`src/rtl/fb_port_arbiter.sv`:
```
// Framebuffer port arbiter: queues 1-bit pixel writes and shares one single-port RAM
// between a read client (priority) and the write queue, with a starvation guard.
module fb_port_arbiter #(
  parameter int ADDR_W       = 18,
  parameter int FB_SIZE      = 122400,
  parameter int FIFO_DEPTH   = 4,
  parameter int STARVE_LIMIT = 8
) (
  input  logic              clk,
  input  logic              reset,
  input  logic              wr_req,
  input  logic [ADDR_W-1:0] wr_addr,
  input  logic              wr_data,
  output logic              wr_full,
  input  logic              rd_req,
  input  logic [ADDR_W-1:0] rd_addr,
  output logic              rd_ack,
  output logic              rd_valid,
  output logic              rd_data,
  output logic [ADDR_W-1:0] ram_addr,
  output logic              ram_data,
  output logic              ram_wren,
  input  logic              ram_q,
  output logic              ovf,
  output logic [2:0]        fifo_level
);

  localparam int                PTR_W      = $clog2(FIFO_DEPTH);
  localparam int                CNT_W      = PTR_W + 1;
  localparam logic [ADDR_W-1:0] FB_LIM     = ADDR_W'(FB_SIZE);
  localparam logic [CNT_W-1:0]  CNT_FULL   = CNT_W'(FIFO_DEPTH);
  localparam logic [3:0]        STARVE_MAX = 4'(STARVE_LIMIT - 1);

  typedef enum logic [1:0] {
    GNT_NONE,
    GNT_READ,
    GNT_WRITE
  } grant_t;

  logic [ADDR_W-1:0] r_fifo_addr [FIFO_DEPTH];
  logic              r_fifo_data [FIFO_DEPTH];
  logic [PTR_W-1:0]  r_wptr;
  logic [PTR_W-1:0]  r_rptr;
  logic [CNT_W-1:0]  r_count;
  logic [3:0]        r_starve;
  logic [2:0]        r_vld;
  logic [1:0]        r_oor;
  logic              r_rd_data;
  logic              r_ovf;
  logic [ADDR_W-1:0] r_ram_addr;
  logic              r_ram_data;
  logic              r_ram_wren;

  grant_t            w_grant;
  logic              w_empty;
  logic              w_full;
  logic              w_wr_in_range;
  logic              w_rd_in_range;
  logic              w_force;
  logic              w_push;
  logic              w_pop;
  logic              w_rd_ack;

  always_comb begin
    w_empty       = (r_count == '0);
    w_full        = (r_count == CNT_FULL);
    w_wr_in_range = (wr_addr < FB_LIM);
    w_rd_in_range = (rd_addr < FB_LIM);
    w_force       = (r_starve == STARVE_MAX) && !w_empty;
    w_grant       = GNT_NONE;
    if (!reset) begin
      if (rd_req && !w_force) begin
        w_grant = GNT_READ;
      end else if (!w_empty) begin
        w_grant = GNT_WRITE;
      end
    end
    // Full is judged on pre-edge occupancy: a same-cycle pop never frees a slot.
    w_push   = wr_req && w_wr_in_range && !w_full;
    w_pop    = (w_grant == GNT_WRITE);
    w_rd_ack = (w_grant == GNT_READ);
  end

  always_ff @(posedge clk) begin
    if (w_push) begin
      r_fifo_addr[r_wptr] <= wr_addr;
      r_fifo_data[r_wptr] <= wr_data;
    end
  end

  always_ff @(posedge clk) begin
    if (reset) begin
      r_wptr  <= '0;
      r_rptr  <= '0;
      r_count <= '0;
      r_ovf   <= 1'b0;
    end else begin
      if (w_push) r_wptr <= r_wptr + PTR_W'(1);
      if (w_pop)  r_rptr <= r_rptr + PTR_W'(1);
      case ({w_push, w_pop})
        2'b10:   r_count <= r_count + CNT_W'(1);
        2'b01:   r_count <= r_count - CNT_W'(1);
        default: r_count <= r_count;
      endcase
      if (wr_req && w_wr_in_range && w_full) r_ovf <= 1'b1;
    end
  end

  always_ff @(posedge clk) begin
    if (reset || w_empty || (w_grant == GNT_WRITE)) begin
      r_starve <= '0;
    end else if ((w_grant == GNT_READ) && (r_starve != STARVE_MAX)) begin
      r_starve <= r_starve + 4'd1;
    end
  end

  always_ff @(posedge clk) begin
    if (reset) begin
      r_ram_addr <= '0;
      r_ram_data <= 1'b0;
      r_ram_wren <= 1'b0;
    end else begin
      r_ram_wren <= 1'b0;
      case (w_grant)
        GNT_READ: begin
          if (w_rd_in_range) r_ram_addr <= rd_addr;
        end
        GNT_WRITE: begin
          r_ram_addr <= r_fifo_addr[r_rptr];
          r_ram_data <= r_fifo_data[r_rptr];
          r_ram_wren <= 1'b1;
        end
        default: ;
      endcase
    end
  end

  // Stage 0: address registered; stage 1: RAM samples it; stage 2: ram_q captured.
  always_ff @(posedge clk) begin
    if (reset) begin
      r_vld     <= '0;
      r_oor     <= '0;
      r_rd_data <= 1'b0;
    end else begin
      r_vld     <= {r_vld[1:0], w_rd_ack};
      r_oor     <= {r_oor[0], w_rd_ack && !w_rd_in_range};
      r_rd_data <= ram_q & ~r_oor[1];
    end
  end

  assign wr_full    = w_full;
  assign fifo_level = 3'(r_count);
  assign rd_ack     = w_rd_ack;
  assign rd_valid   = r_vld[2];
  assign rd_data    = r_rd_data;
  assign ram_addr   = r_ram_addr;
  assign ram_data   = r_ram_data;
  assign ram_wren   = r_ram_wren;
  assign ovf        = r_ovf;

endmodule

```
`config.mk`:
```
export PLATFORM = sky130hd
export DESIGN_NAME = fb_port_arbiter
export DESIGN_NICKNAME = d
export VERILOG_FILES = /design/src/rtl/fb_port_arbiter.sv
export SDC_FILE = /design/constraint.sdc
export NUM_CORES = 1
export LEC_CHECK = 0
export CORE_MARGIN = 8
export CORE_UTILIZATION = 45
export CTS_CLUSTER_SIZE = 10
export DETAILED_ROUTE_END_ITERATION = 10
export GPL_ROUTABILITY_DRIVEN = 1
export PLACE_DENSITY = 0.78
export SLEW_MARGIN = 20
export SYNTH_ARGS = -nofsm -noshare
export SYNTH_HDL_FRONTEND = slang
export SYNTH_SLANG_ARGS = --single-unit
export TNS_END_PERCENT = 10
```
`constraint.sdc`:
```
create_clock -name clk -period 7.4 [get_ports clk]
set_input_delay 1.11 -clock clk [delete_from_list [all_inputs] [get_ports clk]]
set_output_delay 1.11 -clock clk [all_outputs]
set_load 0.01 [all_outputs]
```
# Word level (Yosys, flattened, before mapping)
# Memories as Yosys holds them, arrays and structs flattened. A register that Yosys moved wholly into a read port is not among the register bits.
# Cells that the tools add are included.
[word_totals] reg_bits=37 inputBits=42 out_inout_bits=28 mem_bits_rw=76 mem_count=2
[classes] magnitude_cmp=2 bitwise_logic=2 reduce_logical=17 eq_ne=8 n_addsub=5 mux=11
[memory_table] name="r_fifo_addr" depth=4 word_bits=18 rd=1 rd_ports_with_merged_regs=1 wr=1 line_no="40" text="logic [ADDR_W-1:0] r_fifo_addr [FIFO_DEPTH];"
[memory_table] name="r_fifo_data" depth=4 word_bits=1 rd=1 rd_ports_with_merged_regs=1 wr=1 line_no="41" text="logic r_fifo_data [FIFO_DEPTH];"
[ops] operator="$lt A18 B17 Y1 const B" count=2
[ops] operator="$pmux W18 S2" count=1
[ops] operator="$mux W18" count=1
[ops] operator="$mux W2" count=5
[ops] operator="$logic_and A1 B1 Y1" count=7
[ops] operator="$pmux W3 S2" count=1
[ops] operator="$add A2 B1 Y2 const B" count=2
[ops] operator="$add A4 B1 Y4 const B" count=1
[ops] operator="$eq A2 B1 Y1 const B" count=2
[ops] operator="$eq A2 B2 Y1 const B" count=2
[ops] operator="$eq A4 B3 Y1 const B" count=1
[ops] operator="$logic_not A1 Y1" count=4
[ops] operator="$ne A4 B3 Y1 const B" count=1
[ops] operator="$reduce_bool A2 Y1" count=2
[ops] operator="$add A3 B1 Y3 const B" count=1
[ops] operator="$eq A3 B3 Y1 const B" count=1
[ops] operator="$logic_not A3 Y1" count=1
[ops] operator="$mux W1" count=3
[ops] operator="$sub A3 B1 Y3 const B" count=1
[ops] operator="$logic_or A1 B1 Y1" count=2
[ops] operator="$ne A2 B2 Y1 const B" count=1
[ops] operator="$reduce_and A2 Y1" count=1
[ops] operator="$and A1 B1 Y1" count=1
[ops] operator="$not A1 Y1" count=1

# Depth between registers and ports, before layout
[logic_depth] word_depth=10 mapped_depth=10 depth_no_buf=10

# Worst setup path after synthesis
# Ideal clock, no wire load.
[synth_timing] path_type="input-to-reg" from="input wr_addr[8]" to="register r_count[2] (netlist: fifo_level[2])" path_stages=10 setup_slack_ns=4.211 t_required_ns=7.330 arrival_ns=3.118 cell_sequence="nor4_1 o21bai_1 a211oi_1 inv_1 ha_1 inv_1 fa_1 xor2_1 or3_2 a21oi_1"
[synth_between] elab_chain_cells=5 word_cells_on_any_way=7 cone_classes="order compare (1); eq/ne (2); mux (1); reduce/logical (3)"
[synth_lines] item="start, declared" line_no="12" text="input logic [ADDR_W-1:0] wr_addr,"
[synth_lines] item="$lt A18 B17 Y1 *" line_no="67" text="w_wr_in_range = (wr_addr < FB_LIM);"
[synth_lines] item="$logic_and A1 B1 Y1 * (2 in a row)" line_no="79" text="w_push = wr_req && w_wr_in_range && !w_full;"
[synth_lines] item="$eq A2 B1 Y1 or $eq A2 B2 Y1 (tied branches)" line_no="100" text="case ({w_push, w_pop})"
[synth_lines] item="$pmux W3 S2 or $reduce_bool A2 Y1 (tied branches)"
[synth_lines] item="end signal, assigned" line_no="101" text="2'b10: r_count <= r_count + CNT_W'(1);"
[synth_lines] item="end signal, assigned" line_no="102" text="2'b01: r_count <= r_count - CNT_W'(1);"
[synth_lines] item="end signal, assigned" line_no="103" text="default: r_count <= r_count;"
[synth_lines] item="end, declared" line_no="44" text="logic [CNT_W-1:0] r_count;"
# Mark *: on every way between the ends. The rest lies on a longest branch, timed or not.
# A chain may end at the register's enable or synchronous reset.

# Worst setup path after layout
# Ends and elaborated chain as after synthesis.

==> impl_metrics.json <==
{
  "maxSlewViolCount": 0,
  "ir_drop_uv": 170,
  "clock_power_share_pct": 49.4,
  "post-route-min-period_ns": 3.78,
  "synth_cell_types": 37,
  "wl_per_cell_um": 18.5,
  "synth_xor_area_share_pct": 1.16,
  "max_cap_viol_count": 0,
  "cts_buffers": 17,
  "p_int_w": 0.00138,
  "vias_per_cell": 5.17,
  "holdBufCountCts": 0,
  "grt_max_degree": 39,
  "clockRootBuffer": "clkbuf_8",
  "path_common_cell": "inv_1",
  "syn_inst": 282,
  "finalClockSkew_ns": 0.00899,
  "power.switching_w": 0.000364,
  "cts_tree": "built",
  "die-height_um": 116,
  "cts.sinks": 116,
  "post_cts_resized": 0,
  "drive_gt1_share_pct": 15.4,
  "crit_path_start_kind": "primary input",
  "path_clk_slew_ns": 0.06,
  "worst-setup-path-type": "in2reg",
  "path_delay_family": "compound AO/OA/AOI/OAI gates",
  "dp_hpwl_mm": 6.21,
  "final_area_mm2": 0.00591,
  "htreeDepth": 4,
  "fmax_mhz": 265,
  "wl_mm": 9.32,
  "final-setup-viol-count": 0,
  "cts.path.max_buffers": 2,
  "synthToLayoutAreaGrowth_pct": 31.0,
  "seq_power_share_pct": 42.0,
  "gp_congestion": 0.756,
  "crit_path_top_delay_cell": "a211oi_1",
  "path_cells": "clkdlybuf4s50_1, nor4_1, o21bai_1, a211oi_1, inv_1, ha_1, inv_1, fa_1, xor2_1, or3_2, a21oi_1",
  "row_count": 36,
  "synth_top_family_by_area": "multiplexers",
  "port_buffers": 69,
  "synth_simple_gate_area_share_pct": 6.74,
  "end_kind": "register",
  "tightestPinTransition_ns": 1.04,
  "whs_ns": 0.408,
  "synth.area.mux_share_pct": 13.5,
  "powerDensity_mw_per_mm2": 294,
  "chipWidth_um": 116,
  "grt_usage_pct": 14.8,
  "placed_cell_area_mm2": 0.00529,
  "antennaDiodeCount": 0,
  "clk_latency_ns": 0.51,
  "hp-class": "reg2reg",
  "seq_area_frac_synth_pct": 68.3,
  "io_pins": 70,
  "syn-cell-area_mm2": 0.00451,
  "ys_ff_latch": 116,
  "sw_frac_of_total_pct": 20.9,
  "drc_errors": 0,
  "power_frac_comb_pct": 8.7,
  "core_region_area_mm2": 0.00977,
  "post_cts_buffers": 0,
  "max_stage_delay_ns": 0.74,
  "yosysWarnings": 0,
  "status": "finished clean",
  "antenna_found_initial": 0,
  "crit_buf_inv": 3,
  "die_area_mm2": 0.0135,
  "p_leak_nw": 1.98,
  "grt_pass1_vias": 2805,
  "avgSynthCellArea_um2": 16.0,
  "postRouteAntennaNets": 0,
  "overflow": 0,
  "arrival_ns": 4.21,
  "finish.net_count": 406,
  "slew_headroom_pct": 30.9,
  "syn_nets": 331,
  "synth_compound_area_share_pct": 5.63,
  "worstPathRequired_ns": 7.84,
  "vias": 2602,
  "path_max_fanout": 7,
  "start_util_pct": 46.2,
  "dr.pass1.iters": 4,
  "power_w": 0.00174,
  "grt_pass1_wl_mm": 14.7,
  "drt-initial-drc-count": 154,
  "rsz0062_at_grt": "false",
  "period_share_pct": 51.0,
  "hold_viol": 0,
  "tns_ns": 0,
  "synth_fa_ha_area_share_pct": 2.11
}
-- cell usage in the layout (no fill, tap or decap), types with 3 or more instances in the layout --
cell type	count
nor2b_1	4
clkdlybuf4s50_1	68
xnor2_1	3
inv_1	8
mux4_2	19
clkinvlp_4	3
mux2i_1	18
nor2_1	30
a21oi_1	6
clkbuf_16	16
and2_1	4
ha_1	6
dfxtp_1	40
nor3_1	3
edfxtp_1	76
xor2_1	3
a211oi_1	18
nand2_1	5
bufinv_16	5
-- cell type report --
type | count | area (µm²)
inverter | 8 | 30.0
fill | 726 | 3860
timing repair buffer | 70 | 693
clock inverter | 14 | 208
tap | 133 | 166
multi-input combinational | 144 | 1310
sequential | 116 | 3080
clock buffer | 18 | 418
-- through the flow --
step           instances  util (%)  setup slack (ns)
3_5_place_dp         471      54.1              2.56
6_report             503      60.5              3.62
5_1_grt              503      60.5              3.47
3_3_place_gp         471      54.1              2.69
4_1_cts              503      60.5              2.95
2_1_floorplan        282         -              4.21
-- cells in the mapped netlist --
| master | count | area, µm² |
|---|---|---|
| xor2_1 | 3 | 26.3 |
| and3_2 | 2 | 15.0 |
| a211o_1 | 1 | 8.76 |
| xnor2_1 | 3 | 26.3 |
| nor2b_1 | 4 | 25.0 |
| nand2b_1 | 1 | 6.26 |
| nor3b_1 | 2 | 15.0 |
| nand4_1 | 2 | 12.5 |
| buf_12 | 2 | 40.0 |
| ha_1 | 6 | 75.1 |
| edfxtp_1 | 76 | 2280 |
| and2_1 | 4 | 25.0 |
| nand3_1 | 1 | 5.00 |
| nand3b_1 | 1 | 7.51 |
| and3_1 | 1 | 6.26 |
| dfxtp_1 | 40 | 801 |
| buf_2 | 2 | 10.0 |
| fa_1 | 1 | 20.0 |
| a31o_2 | 1 | 8.76 |
| o21bai_1 | 1 | 7.51 |
| and3b_1 | 1 | 8.76 |
| nand2_1 | 5 | 18.8 |
| a211oi_1 | 18 | 135 |
| or3_4 | 1 | 11.3 |
| mux4_2 | 19 | 428 |
| a21boi_0 | 1 | 7.51 |
| nor3_1 | 3 | 15.0 |
| mux2i_1 | 18 | 180 |
| or3_2 | 1 | 7.51 |
| nor4_1 | 2 | 12.5 |
| a21boi_4 | 2 | 37.5 |
| inv_1 | 8 | 30.0 |
| a2bb2oi_1 | 1 | 8.76 |
| o21ai_0 | 2 | 10.0 |
| a21oi_1 | 6 | 30.0 |
| clkbuf_1 | 10 | 37.5 |
| nor2_1 | 30 | 113 |
-- cell families after synthesis --
logic type,after synthesis
AO/OA/AOI/OAI,33
XOR/XNOR,6
buffers and inverters,22
multiplexers,37
AND/OR/NAND/NOR,61
adder cells (fa/ha/maj),7
flip-flops,116
-- routing by layer --
layer  vias to the layer above  wire [µm]  track usage (%)
li1                       1225          -                -
met4                         0        111             8.38
met3                        10        567             4.19
met2                        80       4610             24.5
met5                         -          0                0
met1                      1287       4030             16.9
-- worst reg2reg max path: stages (launching register included) --
cell      delay, ns
dfxtp_1        0.35
ha_1           0.23
nand3b_1       0.11
a211o_1        0.70
inv_1          0.33
ha_1           0.23
inv_1          0.06
fa_1           0.37
xor2_1         0.16
or3_2          0.40
a21oi_1        0.16
-- path summary, 6_finish.rpt --
kind	cells after the start	start	slack (ns)	to
worst min register to register	1	r_oor[1]$_SDFF_PP0_	0.41	rd_data$_SDFF_PP0_
worst max register to register	10	r_starve[0]$_SDFFE_PP0P_	4.22	fifo_level[2]$_SDFFE_PP0P_
worst min-delay path	1	r_oor[1]$_SDFF_PP0_	0.41	rd_data$_SDFF_PP0_
worst max-delay path	11	wr_addr[8]	3.62	fifo_level[2]$_SDFFE_PP0P_
-- state kept, by name (all words and copies together) (netlist names), 2 cells and up, named ones only --
| signal | flops |
|---|---|
| r_fifo_addr | 72 |
| r_wptr | 2 |
| r_starve | 4 |
| r_vld | 3 |
| r_rptr | 2 |
| ram_addr | 18 |
| r_oor | 2 |
| r_fifo_data | 4 |
| fifo_level | 3 |
-- power by group through the flow --
stage               registers [W]  clock network [W]  logic (W)
CTS                      0.000731           0.000871   0.000153
detailed placement       0.000743                  0   0.000152
finish                   0.000730           0.000859   0.000151
global placement         0.000742                  0   0.000148
global route             0.000733           0.000894   0.000163
floorplan                0.000747                  0  0.0000754
No activity file was read; power rests on OpenSTA's default activity.
